===== config.mk =====
export PLATFORM = sky130hd
export DESIGN_NAME = usr_tx_ctrl_flat
export DESIGN_NICKNAME = d
export VERILOG_FILES = /design/src/rtl/usr_pkg.sv /design/src/rtl/usr_tx_ctrl_if.sv /design/src/rtl/usr_bit_counter.sv /design/src/rtl/usr_tx_ctrl.sv /design/src/flat_wrapper.sv
export SDC_FILE = /design/constraint.sdc
export NUM_CORES = 1
export LEC_CHECK = 0
export CELL_PAD_IN_SITES_DETAIL_PLACEMENT = 0
export CELL_PAD_IN_SITES_GLOBAL_PLACEMENT = 1
export CORE_MARGIN = 4
export CORE_UTILIZATION = 26
export DETAILED_ROUTE_END_ITERATION = 10
export GPL_TIMING_DRIVEN = 0
export PLACE_DENSITY_LB_ADDON = 0.1
export SYNTH_ARGS = -nofsm -noshare
export SYNTH_HDL_FRONTEND = slang
export SYNTH_SLANG_ARGS = --single-unit

===== constraint.sdc =====
create_clock -name clk -period 1.63 [get_ports clk]
set_input_delay 0.163 -clock clk [delete_from_list [all_inputs] [get_ports clk]]
set_output_delay 0.163 -clock clk [all_outputs]
set_load 0.05 [all_outputs]

===== src/rtl/usr_pkg.sv =====
// Shared definitions for the serial transmit controller and its shift register:
// shift-register mode encoding and controller FSM states.
package usr_pkg;

    localparam logic [1:0] SEL_HOLD  = 2'b00;
    localparam logic [1:0] SEL_RIGHT = 2'b01;
    localparam logic [1:0] SEL_LEFT  = 2'b10;
    localparam logic [1:0] SEL_LOAD  = 2'b11;

    typedef enum logic [1:0] {
        ST_IDLE  = 2'b00,
        ST_LOAD  = 2'b01,
        ST_SHIFT = 2'b10,
        ST_DONE  = 2'b11
    } state_e;

endpackage


===== src/rtl/usr_tx_ctrl_if.sv =====
// Upstream word handshake and downstream serial-bit handshake of usr_tx_ctrl.
// Both sides use valid/ready: a transfer happens on a rising edge where valid and ready are both high.
interface usr_tx_ctrl_if #(
    parameter int WIDTH = 4
);
    logic             in_valid;
    logic             in_ready;
    logic [WIDTH-1:0] in_data;
    logic             in_dir;
    logic             in_fill;
    logic             tx_bit;
    logic             tx_valid;
    logic             tx_ready;

    modport slave (
        input  in_valid, in_data, in_dir, in_fill, tx_ready,
        output in_ready, tx_bit, tx_valid
    );

    modport master (
        output in_valid, in_data, in_dir, in_fill, tx_ready,
        input  in_ready, tx_bit, tx_valid
    );
endinterface


===== src/rtl/usr_bit_counter.sv =====
// Counts transferred bits of one word; tc flags the last bit position (WIDTH-1).
module usr_bit_counter #(
    parameter int WIDTH = 4,
    parameter int CW    = $clog2(WIDTH + 1)
) (
    input  logic clk,
    input  logic rst_n,
    input  logic clr,
    input  logic en,
    output logic tc
);
    logic [CW-1:0] cnt_q, cnt_d;

    always_comb begin
        cnt_d = cnt_q;
        if (clr) begin
            cnt_d = '0;
        end else if (en) begin
            cnt_d = cnt_q + 1'b1;
        end
    end

    always_ff @(posedge clk or negedge rst_n) begin
        if (!rst_n) begin
            cnt_q <= '0;
        end else begin
            cnt_q <= cnt_d;
        end
    end

    assign tc = (cnt_q == CW'(WIDTH - 1));
endmodule


===== src/rtl/usr_tx_ctrl.sv =====
// Serialises a parallel word through an external universal shift register,
// offering one bit per valid/ready transfer and pulsing done after the last one.
module usr_tx_ctrl
    import usr_pkg::*;
#(
    parameter int WIDTH = 4
) (
    input  logic             clk,
    input  logic             rst_n,
    usr_tx_ctrl_if.slave     bus,
    output logic [1:0]       sel,
    output logic [WIDTH-1:0] BlockIn,
    output logic             serialIn,
    input  logic [WIDTH-1:0] reg_out,
    output logic             done,
    output state_e           state_dbg
);
    localparam int IW = (WIDTH > 1) ? $clog2(WIDTH) : 1;

    state_e           state_q, state_d;
    logic [WIDTH-1:0] word_q, word_d;
    logic             dir_q, dir_d;
    logic             fill_q, fill_d;
    logic             in_ready, tx_valid;
    logic             cnt_clr, cnt_en, cnt_tc;
    logic [IW-1:0]    tx_idx;

    usr_bit_counter #(.WIDTH(WIDTH)) u_cnt (
        .clk   (clk),
        .rst_n (rst_n),
        .clr   (cnt_clr),
        .en    (cnt_en),
        .tc    (cnt_tc)
    );

    always_comb begin
        state_d  = state_q;
        word_d   = word_q;
        dir_d    = dir_q;
        fill_d   = fill_q;
        sel      = SEL_HOLD;
        in_ready = 1'b0;
        tx_valid = 1'b0;
        done     = 1'b0;
        cnt_clr  = 1'b0;
        cnt_en   = 1'b0;
        unique case (state_q)
            ST_IDLE: begin
                in_ready = 1'b1;
                if (bus.in_valid) begin
                    word_d  = bus.in_data;
                    dir_d   = bus.in_dir;
                    fill_d  = bus.in_fill;
                    state_d = ST_LOAD;
                end
            end
            ST_LOAD: begin
                sel     = SEL_LOAD;
                cnt_clr = 1'b1;
                state_d = ST_SHIFT;
            end
            ST_SHIFT: begin
                tx_valid = 1'b1;
                // A stalled bit keeps the register on hold so tx_bit stays put.
                if (bus.tx_ready) begin
                    sel    = dir_q ? SEL_LEFT : SEL_RIGHT;
                    cnt_en = 1'b1;
                    if (cnt_tc) begin
                        state_d = ST_DONE;
                    end
                end
            end
            ST_DONE: begin
                done    = 1'b1;
                state_d = ST_IDLE;
            end
            default: state_d = ST_IDLE;
        endcase
    end

    always_ff @(posedge clk or negedge rst_n) begin
        if (!rst_n) begin
            state_q <= ST_IDLE;
            word_q  <= '0;
            dir_q   <= 1'b0;
            fill_q  <= 1'b0;
        end else begin
            state_q <= state_d;
            word_q  <= word_d;
            dir_q   <= dir_d;
            fill_q  <= fill_d;
        end
    end

    // The bit leaving the register is the end it shifts out of.
    assign tx_idx       = dir_q ? IW'(WIDTH - 1) : '0;
    assign bus.tx_bit   = reg_out[tx_idx];
    assign bus.tx_valid = tx_valid;
    assign bus.in_ready = in_ready;
    assign BlockIn      = word_q;
    assign serialIn     = fill_q;
    assign state_dbg    = state_q;
endmodule


===== src/flat_wrapper.sv =====
// flat-port wrapper written by rule: the top's interface ports become plain ports
module usr_tx_ctrl_flat import usr_pkg::*;
#(
    parameter int WIDTH = 4
)
  (clk, rst_n, sel, BlockIn, serialIn, reg_out, done, state_dbg, bus_in_valid, bus_in_data, bus_in_dir, bus_in_fill, bus_tx_ready, bus_in_ready, bus_tx_bit, bus_tx_valid);
  usr_tx_ctrl_if #(.WIDTH(WIDTH)) bus_i ();
  input  logic clk;
  input  logic rst_n;
  output logic [1:0] sel;
  output logic [WIDTH-1:0] BlockIn;
  output logic serialIn;
  input  logic [WIDTH-1:0] reg_out;
  output logic done;
  output state_e state_dbg;
  input wire logic [$bits(bus_i.in_valid)-1:0] bus_in_valid;
  input wire logic [$bits(bus_i.in_data)-1:0] bus_in_data;
  input wire logic [$bits(bus_i.in_dir)-1:0] bus_in_dir;
  input wire logic [$bits(bus_i.in_fill)-1:0] bus_in_fill;
  input wire logic [$bits(bus_i.tx_ready)-1:0] bus_tx_ready;
  output wire logic [$bits(bus_i.in_ready)-1:0] bus_in_ready;
  output wire logic [$bits(bus_i.tx_bit)-1:0] bus_tx_bit;
  output wire logic [$bits(bus_i.tx_valid)-1:0] bus_tx_valid;
  assign bus_i.in_valid = bus_in_valid;
  assign bus_i.in_data = bus_in_data;
  assign bus_i.in_dir = bus_in_dir;
  assign bus_i.in_fill = bus_in_fill;
  assign bus_i.tx_ready = bus_tx_ready;
  assign bus_in_ready = bus_i.in_ready;
  assign bus_tx_bit = bus_i.tx_bit;
  assign bus_tx_valid = bus_i.tx_valid;
  usr_tx_ctrl #(.WIDTH(WIDTH)) u_core (.clk(clk), .rst_n(rst_n), .bus(bus_i), .sel(sel), .BlockIn(BlockIn), .serialIn(serialIn), .reg_out(reg_out), .done(done), .state_dbg(state_dbg));
endmodule

==> impl_metrics.csv, run 1 <==
group,metric,value,unit
run_status,status,"finished with violations",
routing,wl,1460,um
floorplanning,die_h,55.1,um
run_status,violations,"setup timing",
cells_and_area,num-fill-cells,189,
synthesis,yosys.area.top_type,"dfrtp_1",
sta,rsz0062_at_grt,"yes",
routing,first_pass_iters,1,
clock_network,cts_sinks,11,
global_route,antenna_found_initial,0,
setup_path,critPathLaunch,"u_core.state_dbg[0]",
synthesis,synth_common_cells,"dfrtp_1 (11), ha_1 (7), mux2_2 (7)",
synthesis,syn_area,576,um2
sta,period_minus_slack,1.68,ns
synthesis,synthTopCellsByArea,"dfrtp_1 (48%), ha_1 (15%), mux2_2 (14%)",
floorplanning,start_util,28.5,%
synthesis,synth_fp_nets,68,
clock_network,htreeDepth,1,
synthesis,ys_ff_latch,11,
cells_and_area,finalNetCount,104,
sta,tightest_slew,0.524,ns
routing,drc,0,
sta,period_share,103,%
floorplanning,fp.coreArea,2020,um2
setup_path,critPathLaunchType,"flop",
global_route,grt_pass1_vias,448,
synthesis,yosysWarnings,0,
synthesis,yosysMostFrequentCell,"dfrtp_1",
setup_path,crit_arrival,1.83,ns
floorplanning,die-area,3030,um2
sta,final_hold_viol_count,0,
setup_path,cp-end-kind,"flop",
clock_network,cts.clk_slew.worst_paths,0.07,ns
setup_path,rr_endpoint,"u_core.state_dbg[1]",
clock_network,cts_hold_buf,0,
synthesis,yosysSeqAreaShare,47.8,%
sta,drv_slew,0,
clock_network,clkLatencyLatePin,0.26,ns
flow_run,maxCapViolCount,0,
sta,fin_hold_ws,0.241,ns
place,numPortBuffers,24,
sta,setup_slack,-0.0547,ns
synthesis,synth_ff_type,"dfrtp_1",
sta,clock_skew,0.00106,ns
place,hpwl,1060,um
synthesis,synth_cells,47,
routing,drtIter0Drc,0,
global_route,grt_max_degree,12,
floorplanning,std_cell_rows,16,
floorplanning,io_pins,27,
routing,viasPerCell,4.35,
clock_network,numCtsBuffers,3,
setup_path,crit_fanout,5,
routing,wl_per_cell,13.4,um
synthesis,synth.distinct_cells,18,
setup_path,reg2reg_from,"u_core.state_dbg[0]",
routing,vias,474,
synthesis,synth_top_area_share,47.8,%
synthesis,synth-edff-count,0,
clock_network,cts_max_path_buffers,2,
clock_network,root_buffer,"clkbuf_4",
cells_and_area,antenna_cells,0,
routing,ant_nets,0,
setup_path,r2r_setup_slack,-0.05,ns
sta,setup_viol,2,
sta,clock.fmax,0.594,GHz
setup_path,crit_required,1.78,ns
global_route,grt_overflow,0,
setup_path,crit_type,"flop to flop",
global_route,grtUsageTotal,9.97,%
clock_network,cts_tree,"yes",
setup_path,reg2regPathDepth,6,
cells_and_area,drive_gt1_share,46.3,%
synthesis,async_reset_ff_share,100,%
worst_hold_path,hold_path_class,"input port to async pin",
cells_and_area,area_delta_synth_final,82.0,%
floorplanning,die_x,55.1,um
synthesis,syn-mean-instance-area,12.2,um2
sta,relSlewSlack,65.0,%
global_route,grt_pass1_wl,2110,um
place,gp_congestion,0.680,
[logic make-up (layout without fill, tap and decap cells)]
family                   after synthesis  count (layout)  synth area share [%]
adder cells (fa/ha/maj)                7               7                  15.2
multiplexers                           8               8                  15.7
flip-flops                            11              11                  47.8
buffers and inverters                  5              40                  3.26
AO/OA/AOI/OAI                          7               7                  10.0
XOR/XNOR                               1               1                  1.52
AND/OR/NAND/NOR                        8               8                  6.52
[per-layer routing]
| metal | vias to the layer above | wire length, um | global-route usage (%) | share of wire (%) |
|---|---|---|---|---|
| met5 | - | 0 | 0 | 0 |
| met4 | 0 | 0 | 2.43 | 0 |
| met3 | 0 | 71 | 4.29 | 4.9 |
| met2 | 8 | 816 | 15.2 | 56 |
| met1 | 234 | 572 | 13.0 | 39 |
| li1 | 232 | - | - | - |
[through the flow]
step | std cells | setup TNS [ns] | utilization, % | worst slack, ns | cell area, um2
floorplan | 47 | -0.0147 | - | -0.0147 | 626
global placement | 98 | -1.03 | 44.5 | -0.466 | 900
detailed placement | 98 | -0.971 | 44.5 | -0.415 | 900
CTS | 103 | -0.272 | 46.9 | -0.113 | 948
global route | 109 | -0.334 | 51.8 | -0.127 | 1050
finish | 109 | -0.0896 | 51.8 | -0.0547 | 1050
[cell usage in the layout (no fill, tap or decap), types with 2 or more instances in the layout]
master / count
buf_12: 2
dlygate4sd2_1: 2
mux2_2: 7
clkbuf_4: 3
ha_4: 4
ha_1: 3
dfrtp_2: 3
dlymetal6s2s_1: 2
dfrtp_1: 8
nand2_1: 2
a21oi_1: 2
buf_4: 5
clkdlybuf4s50_1: 14
inv_2: 2
inv_1: 2
clkbuf_2: 2
[cell type report]
| type | instances | area [um2] | area share [%] |
|---|---|---|---|
| clock buffers | 4 | 26.3 | 2.51 |
| inverters | 5 | 21.3 | 2.03 |
| multi-input cells | 31 | 369 | 35.2 |
| flip-flops and latches | 11 | 279 | 26.6 |
| well taps | 27 | 33.8 | 3.23 |
| repair buffers | 31 | 318 | 30.3 |
[how the worst max path moves through the flow]
| stage | end | slack [ns] | cells after the start |
|---|---|---|---|
| 2_1_floorplan | u_core.state_dbg[1] | -0.01 | 5 |
| 3_3_place_gp | sel[0] | -0.47 | 5 |
| 3_5_place_dp | sel[0] | -0.42 | 5 |
| 4_1_cts | sel[0] | -0.11 | 7 |
| 5_1_grt | sel[0] | -0.13 | 7 |
| 6_report | u_core.state_dbg[1] | -0.05 | 6 |
[registers in the layout, summed over array words and instances (netlist names)]
name	flops
u_core.dir_q	1
u_core.BlockIn	4
u_core.serialIn	1
u_core.u_cnt.cnt_q	3
u_core.state_dbg	2
[critical path: stages (launching register included)]
cell	delay, ns
dfrtp_2	0.42
inv_4	0.06
buf_12	0.12
ha_4	0.17
and2b_1	0.18
a221oi_2	0.25
mux2_1	0.36
[repair_timing]
item                       in CTS  in global routing
pin swaps                       2                  2
gates cloned                    0                  0
buffers inserted                1                  6
setup endpoints to repair       8                  7
gates resized for setup        24                 18
Power of run 1 is not shown: default switching activity piles up to over one toggle a cycle in this logic, so the estimate is an artifact.
==> run 2: changes to the inputs <==
--- a/config.mk
+++ b/config.mk
@@ -9,5 +9,5 @@
 export CELL_PAD_IN_SITES_GLOBAL_PLACEMENT = 1
 export CORE_MARGIN = 4
-export CORE_UTILIZATION = 26
+export CORE_UTILIZATION = 29
 export DETAILED_ROUTE_END_ITERATION = 10
 export GPL_TIMING_DRIVEN = 0
==> constraint.sdc (replaced) <==
create_clock -name clk -period 1.62 [get_ports clk]
set_input_delay 0.324 -clock clk [delete_from_list [all_inputs] [get_ports clk]]
set_output_delay 0.324 -clock clk [all_outputs]
set_load 0.05 [all_outputs]
==> impl_metrics.csv, run 2 (same netlist as run 1, synthesis figures left out) <==
group,metric,value,unit
floorplanning,fp.coreArea,1800,um2
sta,setup_slack,-0.114,ns
routing,wl_per_cell,11.8,um
sta,tightest_slew,0.500,ns
clock_network,cts.clk_slew.worst_paths,0.07,ns
floorplanning,std_cell_rows,15,
place,hpwl,959,um
setup_path,cp-end-kind,"output pin",
place,pre_cts_slack,-0.820,ns
floorplanning,die-area,2760,um2
clock_network,cts_tree,"yes",
cells_and_area,area_delta_synth_final,65.4,%
floorplanning,die_x,52.6,um
setup_path,crit_required,1.30,ns
sta,clock_skew,0.00168,ns
cells_and_area,antenna_cells,0,
clock_network,cts_max_path_buffers,2,
sta,final_hold_viol_count,0,
sta,rsz0062_at_grt,"yes",
clock_network,cts_hold_buf,0,
worst_hold_path,hold_path_class,"input port to async pin",
global_route,grt_overflow,0,
floorplanning,die_h,52.6,um
sta,relSlewSlack,66.8,%
run_status,violations,"setup timing",
routing,first_pass_iters,2,
sta,setup_viol,2,
clock_network,htreeDepth,1,
sta,period_minus_slack,1.73,ns
clock_network,root_buffer,"clkbuf_4",
cells_and_area,drive_gt1_share,46.8,%
run_status,status,"finished with violations",
global_route,grt_pass1_wl,2080,um
sta,drv_slew,0,
routing,ant_nets,0,
setup_path,crit_type,"flop to output pin",
global_route,grtUsageTotal,10.3,%
place,gp_congestion,0.704,
place,numPortBuffers,24,
routing,vias,465,
setup_path,critPathLaunchType,"flop",
routing,viasPerCell,4.56,
setup_path,crit_fanout,5,
place,placed_cell_area,913,um2
cells_and_area,design_area,952,um2
sta,clock.fmax,0.577,GHz
cells_and_area,largest_reg_flops,4,
global_route,grt_max_degree,12,
clock_network,numCtsBuffers,3,
floorplanning,io_pins,27,
floorplanning,start_util,31.9,%
setup_path,crit_arrival,1.41,ns
clock_network,clkLatencyLatePin,0.26,ns
routing,wl,1200,um
setup_path,cp_slowest_stage_delay,0.43,ns
setup_path,worst_path_max_delay_cell,"dfrtp_2",
routing,drc,0,
cells_and_area,final_common_cell,"clkdlybuf4s50_1",
flow_run,maxCapViolCount,0,
setup_path,path_cells,"inv_4, ha_4, nand2_4, nor2_2, o21a_2, buf_8",
cells_and_area,layout.cells.most_common_list,"clkdlybuf4s50_1 (10), dfrtp_1 (8), mux2_2 (7)",
routing,drtIter0Drc,3,
sta,period_share,107,%
global_route,grt_pass1_vias,491,
clock_network,cts_sinks,11,
cells_and_area,finalNetCount,99,
sta,fin_hold_ws,0.390,ns
global_route,antenna_found_initial,0,
run 2: changes by cell type in the layout (fill, tap and decap cells not counted), moves of 2 or more:
cell / previous run / this run
dlygate4sd2_1: 2 / 6
clkdlybuf4s50_1: 14 / 10
buf_2: 0 / 2
buf_12: 2 / 0
dlymetal6s2s_1: 2 / 0
buf_4: 5 / 3
run 2: path summary, 6_finish.rpt:
| check | startpoint | to | slack [ns] | depth (start not counted) |
|---|---|---|---|---|
| max | u_core.state_dbg[0] | sel[0] | -0.11 | 6 |
| min | rst_n | u_core.BlockIn[3] | 0.39 | 1 |
| max reg2reg | u_core.u_cnt.cnt_q[0] | u_core.state_dbg[1] | 0.07 | 5 |
| min reg2reg | u_core.BlockIn[3] | u_core.BlockIn[3] | 0.51 | 1 |
| max in group asynchronous | rst_n | u_core.dir_q | 0.87 | 1 |
| min in group clk | u_core.BlockIn[3] | u_core.BlockIn[3] | 0.51 | 1 |
run 2: worst max-delay path: cells and delay by family, from the launching register on:
family                   cells  cell delay (ns)
AO/OA/AOI/OAI                1             0.13
adder cells (fa/ha/maj)      1             0.17
buffers and inverters        2             0.24
flip-flops                   1             0.43
AND/OR/NAND/NOR              2             0.17
run 2: final cells by class:
type / instances / area (um2)
timing repair buffer: 26 / 229
clock buffer: 4 / 26.3
tap: 25 / 31.3
fill: 172 / 850
inverter: 5 / 21.3
multi-input combinational: 31 / 365
sequential: 11 / 279
run 2: what timing repair did:
item	CTS	global route
resized for setup	41	15
setup endpoints to repair	13	6
pin swaps	0	1
buffers inserted	0	2
run 2: metrics by stage:
step / std cells / utilization [%] / setup TNS (ns)
floorplan: 47 / - / -0.0708
global placement: 96 / 50.7 / -2.70
detailed placement: 96 / 50.7 / -2.65
CTS: 100 / 51.0 / -0.353
global route: 102 / 52.8 / -0.358
finish: 102 / 52.8 / -0.204
run 2: metal layers:
| metal | track usage, % | wire length (um) | up-vias |
|---|---|---|---|
| li1 | - | - | 229 |
| met1 | 12.0 | 560 | 215 |
| met2 | 17.4 | 533 | 21 |
| met3 | 2.56 | 105 | 0 |
| met4 | 5.11 | 0 | 0 |
| met5 | 0 | 0 | - |
Power of run 2 is left out for the same reason.
==> run 3: changes to the inputs <==
Settings changed: CORE_ASPECT_RATIO set to 1.5.
==> impl_metrics.csv, run 3 (same netlist as run 1, synthesis figures left out) <==
group,metric,value,unit
sta,relSlewSlack,67.3,%
global_route,grtUsageMet1,9.69,%
setup_path,critPathLaunch,"u_core.state_dbg[0]",
setup_path,reg2reg_from,"u_core.state_dbg[1]",
cells_and_area,ff_latch_area,279,um2
sta,clock_skew,0.00615,ns
sta,final_hold_viol_count,0,
clock_network,cts_tree,"yes",
clock_network,cts_max_path_buffers,2,
floorplanning,start_util,31.0,%
setup_path,reg2regPathDepth,4,
cells_and_area,layout.cells.most_common_list,"clkdlybuf4s50_1 (10), dlygate4sd2_1 (8), dfrtp_1 (8)",
cells_and_area,drive_gt1_share,46.9,%
cells_and_area,final_common_cell,"clkdlybuf4s50_1",
global_route,grt-busiest-layer,"met2",
routing,wl_per_cell,12.8,um
floorplanning,std_cell_rows,19,
floorplanning,die-area,2780,um2
routing,vias,478,
place,hpwl,1060,um
cells_and_area,area_delta_synth_final,72.2,%
cells_and_area,largest_reg_flops,4,
cells_and_area,finalNetCount,103,
clock_network,cts.clk_slew.worst_paths,0.07,ns
global_route,grt_pass1_vias,493,
place,numPortBuffers,24,
floorplanning,fp.coreArea,1850,um2
setup_path,crit_type,"flop to output pin",
clock_network,cts_sinks,11,
sta,rsz0062_at_grt,"yes",
floorplanning,die_x,44.4,um
setup_path,crit_arrival,1.44,ns
routing,drc,0,
clock_network,cts_hold_buf,0,
setup_path,crit_fanout,4,
sta,setup_viol,2,
global_route,grtUsageMet3,2.31,%
sta,tightest_slew,0.492,ns
clock_network,clkLatencyLatePin,0.26,ns
floorplanning,die_h,62.6,um
run_status,violations,"setup timing",
cells_and_area,antenna_cells,0,
cells_and_area,multi_input_area,365,um2
worst_hold_path,hold_path_class,"input port to async pin",
sta,period_minus_slack,1.76,ns
routing,viasPerCell,4.69,
routing,first_pass_iters,4,
routing,wl,1310,um
sta,period_share,109,%
clock_network,numCtsBuffers,3,
routing,ant_nets,0,
setup_path,crit_required,1.30,ns
global_route,grt_pass1_wl,2080,um
sta,drv_slew,0,
clock_network,htreeDepth,1,
run_status,status,"finished with violations",
clock_network,root_buffer,"clkbuf_4",
flow_run,maxCapViolCount,0,
cells_and_area,num-fill-cells,182,
sta,setup_slack,-0.140,ns
setup_path,critPathLaunchType,"flop",
place,pre_cts_slack,-0.853,ns
sta,clock.fmax,0.568,GHz
routing,drtIter0Drc,6,
global_route,grtUsageTotal,10.0,%
global_route,antenna_found_initial,0,
place,gp_congestion,0.713,
global_route,grt_max_degree,12,
floorplanning,io_pins,27,
setup_path,cp-end-kind,"output pin",
global_route,grt_overflow,0,
global_route,met2_usage,17.5,%
==> run 3: layout make-up <==
type	count	area share, %
multi-input cells	31	36.9
flip-flops and latches	11	28.2
repair buffers	30	27.3
clock buffers	4	2.65
well taps	21	2.65
inverters	5	2.40
==> run 3: stage by stage <==
step                utilization, %  std cells  cell area (um2)  TNS [ns]  hold WS [ns]
floorplan                        -         47              642   -0.0708        0.0284
global placement              49.0         92              908     -2.69         0.490
CTS                           50.8         98              942    -0.292         0.395
detailed placement            49.0         92              908     -2.77         0.498
finish                        53.4        102              991    -0.215         0.387
global route                  53.4        102              991    -0.373         0.421
==> run 3: repair_timing <==
action,CTS,global route
resized for setup,47,6
endpoints found under the setup margin,13,5
cloned,0,0
pin swaps,0,4
buffers inserted,2,4
==> run 3: routing by layer <==
metal	share of wire (%)	wire length (um)
met5	0	0
met4	1.5	20
met3	8.0	105
met2	54	704
met1	36	474
==> run 3: path summary, 6_finish.rpt <==
path / endpoint / slack [ns]
worst max-delay path: sel[0] / -0.14
worst min-delay path: u_core.u_cnt.cnt_q[2] / 0.39
worst max register to register: u_core.state_dbg[1] / 0.07
worst min register to register: u_core.serialIn / 0.50
max in group asynchronous: u_core.dir_q / 0.88
min in group clk: u_core.serialIn / 0.50
==> run 3: worst max-delay path, cell delays in order, from the launching register on <==
cell and delay, ns:
dfrtp_2 0.44, inv_4 0.10, ha_4 0.17, nand2_4 0.06, nor2_2 0.11, o21a_2 0.15
buf_8 0.14
Power of run 3 is left out for the same reason.
